`src/rtl/can_pkg.sv`:
```
// ---------------------------------------------------------------------------
// can_pkg
// Shared definitions for CAN error signalling:
//   - can_err_state_e : error-frame transmitter state encoding
//   - ERR_FLAG_BITS, ERR_DELIM_BITS, INTERMISSION_BITS : frame field lengths
// ---------------------------------------------------------------------------
package can_pkg;

  typedef enum logic [2:0] {
    IDLE         = 3'd0,
    FLAG         = 3'd1,
    DELIM_WAIT   = 3'd2,
    DELIM        = 3'd3,
    INTERMISSION = 3'd4
  } can_err_state_e;

  localparam int ERR_FLAG_BITS     = 6;
  localparam int ERR_DELIM_BITS    = 8;
  localparam int INTERMISSION_BITS = 3;

endpackage

```
`src/rtl/can_error_frame_tx_if.sv`:
```
// ---------------------------------------------------------------------------
// can_error_frame_tx_if
// Signal bundle between the error monitors / bus, and the error-frame
// transmitter.
//   Erro_Req    : OR of the error monitor flags (level)
//   Bit_Entrada : bus readback, 0 = dominant
//   Bit_Saida   : TX drive, 0 = dominant, 1 = recessive/idle
//   Erro_Ativo  : error frame in progress
//   Erro_Fim    : one-clock pulse when the frame completes
//   Bus_Stuck   : sticky dominant-timeout flag
// Modports: master = monitor/bus side, slave = transmitter.
// ---------------------------------------------------------------------------
interface can_error_frame_tx_if;

  logic Erro_Req;
  logic Bit_Entrada;
  logic Bit_Saida;
  logic Erro_Ativo;
  logic Erro_Fim;
  logic Bus_Stuck;

  modport master (
    output Erro_Req,
    output Bit_Entrada,
    input  Bit_Saida,
    input  Erro_Ativo,
    input  Erro_Fim,
    input  Bus_Stuck
  );

  modport slave (
    input  Erro_Req,
    input  Bit_Entrada,
    output Bit_Saida,
    output Erro_Ativo,
    output Erro_Fim,
    output Bus_Stuck
  );

endinterface

```
`src/rtl/can_bit_timer.sv`:
```
// ---------------------------------------------------------------------------
// can_bit_timer
// Divides the system clock into CAN bit times. The counter runs
// 0..CLKS_PER_BIT-1 while run is high and is forced to 0 otherwise.
// Ports:
//   clk, rst    : clock, synchronous active-high reset
//   run         : count enable; low holds the counter at 0
//   bit_start   : counter == 0
//   sample_pt   : counter == CLKS_PER_BIT/2
//   bit_prelast : counter == CLKS_PER_BIT-2 (one clock before bit end)
//   bit_last    : counter == CLKS_PER_BIT-1
// CLKS_PER_BIT must be >= 4 so that the four positions are distinct
// except that sample_pt and bit_prelast coincide at exactly 4.
// ---------------------------------------------------------------------------
module can_bit_timer #(
  parameter int CLKS_PER_BIT = 10
) (
  input  logic clk,
  input  logic rst,
  input  logic run,
  output logic bit_start,
  output logic sample_pt,
  output logic bit_prelast,
  output logic bit_last
);

  localparam int CW = $clog2(CLKS_PER_BIT);
  localparam logic [CW-1:0] CNT_LAST    = CW'(CLKS_PER_BIT - 1);
  localparam logic [CW-1:0] CNT_PRELAST = CW'(CLKS_PER_BIT - 2);
  localparam logic [CW-1:0] CNT_SAMPLE  = CW'(CLKS_PER_BIT / 2);

  logic [CW-1:0] cnt_r;

  // Bit-time counter, wraps at the end of each bit.
  always_ff @(posedge clk) begin
    if (rst) begin
      cnt_r <= '0;
    end else if (!run) begin
      cnt_r <= '0;
    end else if (cnt_r == CNT_LAST) begin
      cnt_r <= '0;
    end else begin
      cnt_r <= cnt_r + CW'(1);
    end
  end

  assign bit_start   = (cnt_r == '0);
  assign sample_pt   = (cnt_r == CNT_SAMPLE);
  assign bit_prelast = (cnt_r == CNT_PRELAST);
  assign bit_last    = (cnt_r == CNT_LAST);

endmodule

```
`src/rtl/can_error_frame_tx.sv`:
```
// ---------------------------------------------------------------------------
// can_error_frame_tx
// Drives an active CAN error frame (6 dominant flag bits, then an 8-bit
// recessive delimiter) when the error monitors request it. After the flag
// the bus is read back: dominant bits from other nodes' superposed flags
// stretch the wait for the delimiter; too many of them raise Bus_Stuck.
// Ports:
//   Clock_TB : system clock (rising edge)
//   Reset    : synchronous, active-high
//   err_if   : can_error_frame_tx_if.slave (Erro_Req, Bit_Entrada in;
//              Bit_Saida, Erro_Ativo, Erro_Fim, Bus_Stuck out)
// Build option: CAN_INTERMISSION_EN adds 3 recessive intermission bits
// after the delimiter, with Erro_Fim moved to the end of intermission.
// ---------------------------------------------------------------------------
module can_error_frame_tx
  import can_pkg::*;
#(
  parameter int CLKS_PER_BIT = 10,
  parameter int MAX_DOM_BITS = 14
) (
  input logic            Clock_TB,
  input logic            Reset,
  can_error_frame_tx_if.slave err_if
);

  // One counter is reused for flag bits, dominant samples, delimiter bits
  // and intermission bits; it must hold MAX_DOM_BITS and ERR_DELIM_BITS.
  localparam int BCW = ($clog2(MAX_DOM_BITS + 1) > 4) ? $clog2(MAX_DOM_BITS + 1) : 4;

  can_err_state_e state_r, state_s;
  logic [BCW-1:0] bit_cnt_r, cnt_s, cnt_inc_s;
  logic           restart_r, restart_s;
  logic           stuck_r, stuck_s;
  logic           fim_r, fim_s;
  logic           saida_r, ativo_r;
  logic           run_s;
  logic           bit_start_s, sample_pt_s, bit_prelast_s, bit_last_s;

  // Timer only runs while the frame continues; leaving IDLE starts it at
  // count 0 so the first flag bit is a full bit time.
  assign run_s = (state_r != IDLE) && (state_s != IDLE);

  can_bit_timer #(.CLKS_PER_BIT(CLKS_PER_BIT)) u_bit_timer (
    .clk         (Clock_TB),
    .rst         (Reset),
    .run         (run_s),
    .bit_start   (bit_start_s),
    .sample_pt   (sample_pt_s),
    .bit_prelast (bit_prelast_s),
    .bit_last    (bit_last_s)
  );

  assign cnt_inc_s = bit_cnt_r + BCW'(1);

  // Next-state, counter and flag logic of the error-frame FSM.
  always_comb begin
    state_s   = state_r;
    cnt_s     = bit_cnt_r;
    restart_s = restart_r;
    stuck_s   = stuck_r;
    fim_s     = 1'b0;
    case (state_r)
      IDLE: begin
        cnt_s     = '0;
        restart_s = 1'b0;
        if (err_if.Erro_Req) begin
          state_s = FLAG;
        end else begin
          state_s = IDLE;
        end
      end
      FLAG: begin
        // Counted at bit start, so the count equals the bit being sent.
        if (bit_last_s && (bit_cnt_r == BCW'(ERR_FLAG_BITS))) begin
          state_s = DELIM_WAIT;
          cnt_s   = '0;
        end else if (bit_start_s) begin
          cnt_s = cnt_inc_s;
        end else begin
          cnt_s = bit_cnt_r;
        end
      end
      DELIM_WAIT: begin
        if (sample_pt_s) begin
          if (!err_if.Bit_Entrada) begin
            if (cnt_inc_s == BCW'(MAX_DOM_BITS)) begin
              state_s = IDLE;
              cnt_s   = '0;
              stuck_s = 1'b1;
            end else begin
              cnt_s = cnt_inc_s;
            end
          end else begin
            // The first recessive bit is already delimiter bit 1.
            state_s = DELIM;
            cnt_s   = BCW'(1);
          end
        end else begin
          cnt_s = bit_cnt_r;
        end
      end
      DELIM: begin
        if (sample_pt_s) begin
          if (!err_if.Bit_Entrada) begin
            restart_s = 1'b1;
          end else begin
            cnt_s = cnt_inc_s;
          end
        end else if (bit_last_s) begin
          if (restart_r) begin
            // Restart lands on the next bit start.
            state_s   = FLAG;
            cnt_s     = '0;
            restart_s = 1'b0;
          end else if (bit_cnt_r == BCW'(ERR_DELIM_BITS)) begin
`ifdef CAN_INTERMISSION_EN
            state_s = INTERMISSION;
`else
            state_s = IDLE;
`endif
            cnt_s = '0;
          end else begin
            cnt_s = bit_cnt_r;
          end
        end else begin
          cnt_s = bit_cnt_r;
        end
      end
`ifdef CAN_INTERMISSION_EN
      INTERMISSION: begin
        // Readback is not looked at here.
        if (bit_last_s && (bit_cnt_r == BCW'(INTERMISSION_BITS))) begin
          state_s = IDLE;
          cnt_s   = '0;
        end else if (bit_start_s) begin
          cnt_s = cnt_inc_s;
        end else begin
          cnt_s = bit_cnt_r;
        end
      end
`endif
      default: begin
        state_s   = IDLE;
        cnt_s     = '0;
        restart_s = 1'b0;
      end
    endcase

    // Erro_Fim is registered, so it is decided one clock before the last
    // clock of the final bit. At CLKS_PER_BIT=4 that clock is also the
    // sample point, hence the use of the updated delimiter count.
`ifdef CAN_INTERMISSION_EN
    if ((state_r == INTERMISSION) && bit_prelast_s && (bit_cnt_r == BCW'(INTERMISSION_BITS))) begin
      fim_s = 1'b1;
    end else begin
      fim_s = 1'b0;
    end
`else
    if ((state_r == DELIM) && bit_prelast_s && !restart_s && (cnt_s == BCW'(ERR_DELIM_BITS))) begin
      fim_s = 1'b1;
    end else begin
      fim_s = 1'b0;
    end
`endif
  end

  // State, counters and registered outputs.
  always_ff @(posedge Clock_TB) begin
    if (Reset) begin
      state_r   <= IDLE;
      bit_cnt_r <= '0;
      restart_r <= 1'b0;
      stuck_r   <= 1'b0;
      fim_r     <= 1'b0;
      saida_r   <= 1'b1;
      ativo_r   <= 1'b0;
    end else begin
      state_r   <= state_s;
      bit_cnt_r <= cnt_s;
      restart_r <= restart_s;
      stuck_r   <= stuck_s;
      fim_r     <= fim_s;
      saida_r   <= (state_s != FLAG);
      ativo_r   <= (state_s != IDLE);
    end
  end

  assign err_if.Bit_Saida  = saida_r;
  assign err_if.Erro_Ativo = ativo_r;
  assign err_if.Erro_Fim   = fim_r;
  assign err_if.Bus_Stuck  = stuck_r;

endmodule
```
`src/flat_wrapper.sv`:
```
// flat-port wrapper written by rule: the top's interface ports become plain ports
module can_error_frame_tx_flat import can_pkg::*;
#(
  parameter int CLKS_PER_BIT = 10,
  parameter int MAX_DOM_BITS = 14
)
  (Clock_TB, Reset, err_if_Erro_Req, err_if_Bit_Entrada, err_if_Bit_Saida, err_if_Erro_Ativo, err_if_Erro_Fim, err_if_Bus_Stuck);
  can_error_frame_tx_if err_if_i ();
  input logic Clock_TB;
  input logic Reset;
  input wire logic [$bits(err_if_i.Erro_Req)-1:0] err_if_Erro_Req;
  input wire logic [$bits(err_if_i.Bit_Entrada)-1:0] err_if_Bit_Entrada;
  output wire logic [$bits(err_if_i.Bit_Saida)-1:0] err_if_Bit_Saida;
  output wire logic [$bits(err_if_i.Erro_Ativo)-1:0] err_if_Erro_Ativo;
  output wire logic [$bits(err_if_i.Erro_Fim)-1:0] err_if_Erro_Fim;
  output wire logic [$bits(err_if_i.Bus_Stuck)-1:0] err_if_Bus_Stuck;
  assign err_if_i.Erro_Req = err_if_Erro_Req;
  assign err_if_i.Bit_Entrada = err_if_Bit_Entrada;
  assign err_if_Bit_Saida = err_if_i.Bit_Saida;
  assign err_if_Erro_Ativo = err_if_i.Erro_Ativo;
  assign err_if_Erro_Fim = err_if_i.Erro_Fim;
  assign err_if_Bus_Stuck = err_if_i.Bus_Stuck;
  can_error_frame_tx #(.CLKS_PER_BIT(CLKS_PER_BIT), .MAX_DOM_BITS(MAX_DOM_BITS)) u_core (.Clock_TB(Clock_TB), .Reset(Reset), .err_if(err_if_i));
endmodule
```
`config.mk`:
```
export PLATFORM = sky130hd
export DESIGN_NAME = can_error_frame_tx_flat
export DESIGN_NICKNAME = d
export VERILOG_FILES = /design/src/rtl/can_pkg.sv /design/src/rtl/can_error_frame_tx_if.sv /design/src/rtl/can_bit_timer.sv /design/src/rtl/can_error_frame_tx.sv /design/src/flat_wrapper.sv
export SDC_FILE = /design/constraint.sdc
export NUM_CORES = 1
export LEC_CHECK = 0
export ABC_AREA = 1
export BUFFER_PORTS_ARGS = -buffer_cell sky130_fd_sc_hd__buf_2
export CAP_MARGIN = 10
export CORE_AREA = 4 4 53 55
export DETAILED_ROUTE_END_ITERATION = 12
export DIE_AREA = 0 0 57 59
export GPL_TIMING_DRIVEN = 0
export PLACE_DENSITY = 0.72
export SLEW_MARGIN = 20
export SYNTH_ARGS = -nofsm -noshare
export SYNTH_HDL_FRONTEND = slang
export SYNTH_SLANG_ARGS = --single-unit
export TNS_END_PERCENT = 50
```
`constraint.sdc`:
```
create_clock -name Clock_TB -period 1.85 [get_ports Clock_TB]
set_input_delay 0.185 -clock Clock_TB [delete_from_list [all_inputs] [get_ports Clock_TB]]
set_output_delay 0.185 -clock Clock_TB [all_outputs]
set_load 0.01 [all_outputs]
```
==> results.json <==
{
  "status": "finished, final reports clean",
  "cts_sinks": 16,
  "clockBufferDepth": 2,
  "antenna_found_initial": 0,
  "startpoint_type": "register",
  "antenna_left": 0,
  "netlist_instances": 178,
  "die_x_um": 57,
  "ff2ff_path_depth": 11,
  "finalNonFillerCells": 219,
  "cts_tree": "done",
  "finalPower_uw": 629,
  "ys_ff_latch": 16,
  "drc": 0,
  "htreeDepth": 1,
  "cp.required_ns": 2.07,
  "crit-reg2reg-launch": "u_core.bit_cnt_r[0]$_SDFF_PP0_",
  "area_growth_pct": 10.6,
  "cts_setup_buffers": 0,
  "r2r_slack_ns": 0.15,
  "yosys_warnings": 0,
  "arrival_ns": 1.92,
  "grt_overflow_total": 0,
  "layout_common_cells": "55 x nand2_1, 21 x nor2_1, 19 x inv_1",
  "path_max_fanout": 8,
  "drive_gt1_frac": 0.185,
  "finClkSkew_ns": 0.00307,
  "cap_viol_max_count": 0,
  "vias": 1088,
  "dr.first_iter.drc_count": 41,
  "dieArea_um2": 3360,
  "cp-end-kind": "register",
  "fp.coreArea_um2": 2390,
  "cts_buffers": 3,
  "min_path_type": "input pin to register",
  "dr.pass1.iters": 4,
  "netlist_area_um2": 1140,
  "fmax_ghz": 0.588,
  "irDropWorstVdd_mv": 0.454,
  "hold_start": "Reset",
  "drv_slew": 0,
  "setup_tns_ns": 0,
  "clockRootBuffer": "clkbuf_4",
  "path_class": "register to register",
  "finalCritPeriodShare": 0.919,
  "rsz0062_at_grt": "false",
  "grt_max_degree": 10,
  "synth_ff_type": "dfxtp_1",
  "powerDensity_nw_per_um2": 498,
  "wirelength_um": 2360,
  "numPortBuffers": 7,
  "synth-edff-count": 0,
  "grt_pass1_vias": 1015,
  "std_cell_rows": 18,
  "routedWlPerCell_um": 10.8,
  "fin_nets": 202,
  "fin_crit_ns": 1.70,
  "fillCellCount": 264,
  "hold_viol_final": 0,
  "clk_latency_ns": 0.28,
  "hpwl_um": 1940,
  "grt_pass1_wl_um": 4220,
  "min_path_cells": 2,
  "place_congestion": 0.900,
  "io_pins": 8,
  "grt_usage": 0.156,
  "dp.cells": 215,
  "final_common_cell": "nand2_1",
  "yosysSeqAreaShare": 0.281,
  "die_y_um": 59,
  "async_reset_ff_frac": 0,
  "synthesis.nets": 190,
  "leakage_nw": 0.602,
  "antennaDiodeCount": 0,
  "regToRegEndpoint": "u_core.u_bit_timer.cnt_r[0]$_SDFF_PP0_",
  "setup_viol": 0,
  "hold_path_end": "u_core.bit_cnt_r[1]$_SDFF_PP0_",
  "clk_pin_slew_ns": 0.09,
  "postSynthAreaPerCell_um2": 6.41,
  "yosysUniqueCellTypes": 23,
  "start_util": 0.478,
  "avgViaCountPerCell": 4.97
}
-- critical path, cell delays in order, from the launching register on --
cell,delay (ns)
dfxtp_2,0.42
inv_1,0.11
ha_1,0.21
nand3_1,0.10
nor2_2,0.05
nor2_1,0.21
nor2_1,0.08
nand2_1,0.08
inv_2,0.06
o21ai_4,0.15
nand2_4,0.09
nor2_2,0.09
-- cell usage after synthesis (2+ instances only) --
library cell / count / area [um2]
nand3_1: 16 / 80.1
inv_2: 6 / 22.5
ha_1: 8 / 100
inv_1: 19 / 71.3
nor2_2: 5 / 31.3
a21oi_1: 4 / 20.0
nor2_1: 23 / 86.3
nand4_1: 7 / 43.8
dfxtp_1: 16 / 320
nor2_4: 2 / 22.5
nand2_1: 55 / 206
o21ai_0: 5 / 25.0
xor2_1: 2 / 17.5
-- registers in the layout, indices dropped and copies added (netlist names) --
name,count
u_core.err_if.Bit_Saida,1
u_core.restart_r,1
u_core.err_if.Bus_Stuck,1
u_core.err_if.Erro_Ativo,1
u_core.err_if.Erro_Fim,1
u_core.state_r,3
u_core.u_bit_timer.cnt_r,4
u_core.bit_cnt_r,4
-- per-layer routing --
layer / global-route usage / part of all wire / vias up
li1: - / - / 587
met1: 0.211 / 0.50 / 479
met2: 0.261 / 0.45 / 18
met3: 0.0131 / 0.033 / 4
met4: 0.0596 / 0.011 / 0
met5: 0 / 0 / -
-- cell families (layout without fill, tap and decap cells) --
family	count (synthesis)	count (layout)	share of synthesized area
other cells	1	1	0.00329
flops	16	16	0.281
simple gates	113	113	0.457
xor+xnor	3	3	0.0230
compound gates	12	12	0.0658
buf+inv	25	36	0.0822
fa+ha+maj	8	8	0.0877
-- worst max-delay path by stage --
stage	startpoint	to	slack (ns)
2_1_floorplan	u_core.u_bit_timer.cnt_r[0]$_SDFF_PP0_	u_core.u_bit_timer.cnt_r[3]$_SDFF_PP0_	0.31
3_3_place_gp	u_core.bit_cnt_r[0]$_SDFF_PP0_	u_core.u_bit_timer.cnt_r[0]$_SDFF_PP0_	0.03
3_5_place_dp	u_core.bit_cnt_r[0]$_SDFF_PP0_	u_core.u_bit_timer.cnt_r[0]$_SDFF_PP0_	0.03
4_1_cts	u_core.bit_cnt_r[0]$_SDFF_PP0_	u_core.u_bit_timer.cnt_r[0]$_SDFF_PP0_	0.007
5_1_grt	u_core.bit_cnt_r[0]$_SDFF_PP0_	u_core.bit_cnt_r[1]$_SDFF_PP0_	0.007
6_report	u_core.bit_cnt_r[0]$_SDFF_PP0_	u_core.u_bit_timer.cnt_r[0]$_SDFF_PP0_	0.15
-- report_power, final --
part | internal (mW) | switching (mW)
sequential | 0.351 | 0.00565
clock | 0.120 | 0.104
combinational | 0.0168 | 0.0323
total | 0.488 | 0.141
-- layout make-up --
class	count	area, um2	area share
inverters	25	93.8	0.0743
multi-input cells	137	734	0.582
repair buffers	7	35.0	0.0278
well taps	30	37.5	0.0297
flip-flops and latches	16	325	0.258
clock buffers	4	36.3	0.0287
-- through the flow --
step                utilization  worst slack (ns)  hold WS (ns)  cell area [um2]
finish                    0.529             0.151         0.183             1260
CTS                       0.524           0.00714         0.183             1250
detailed placement        0.508            0.0285         0.459             1210
floorplan                     -             0.308         0.254             1140
global route              0.529           0.00724         0.198             1260
global placement          0.508            0.0349         0.450             1210
-- what timing repair did --
action | 4_1_cts | 5_1_grt
setup endpoints to repair | 0 | 8
hold buffers | 0 | 0
resized for setup | 0 | 7
(Power assumes the default switching activity.)
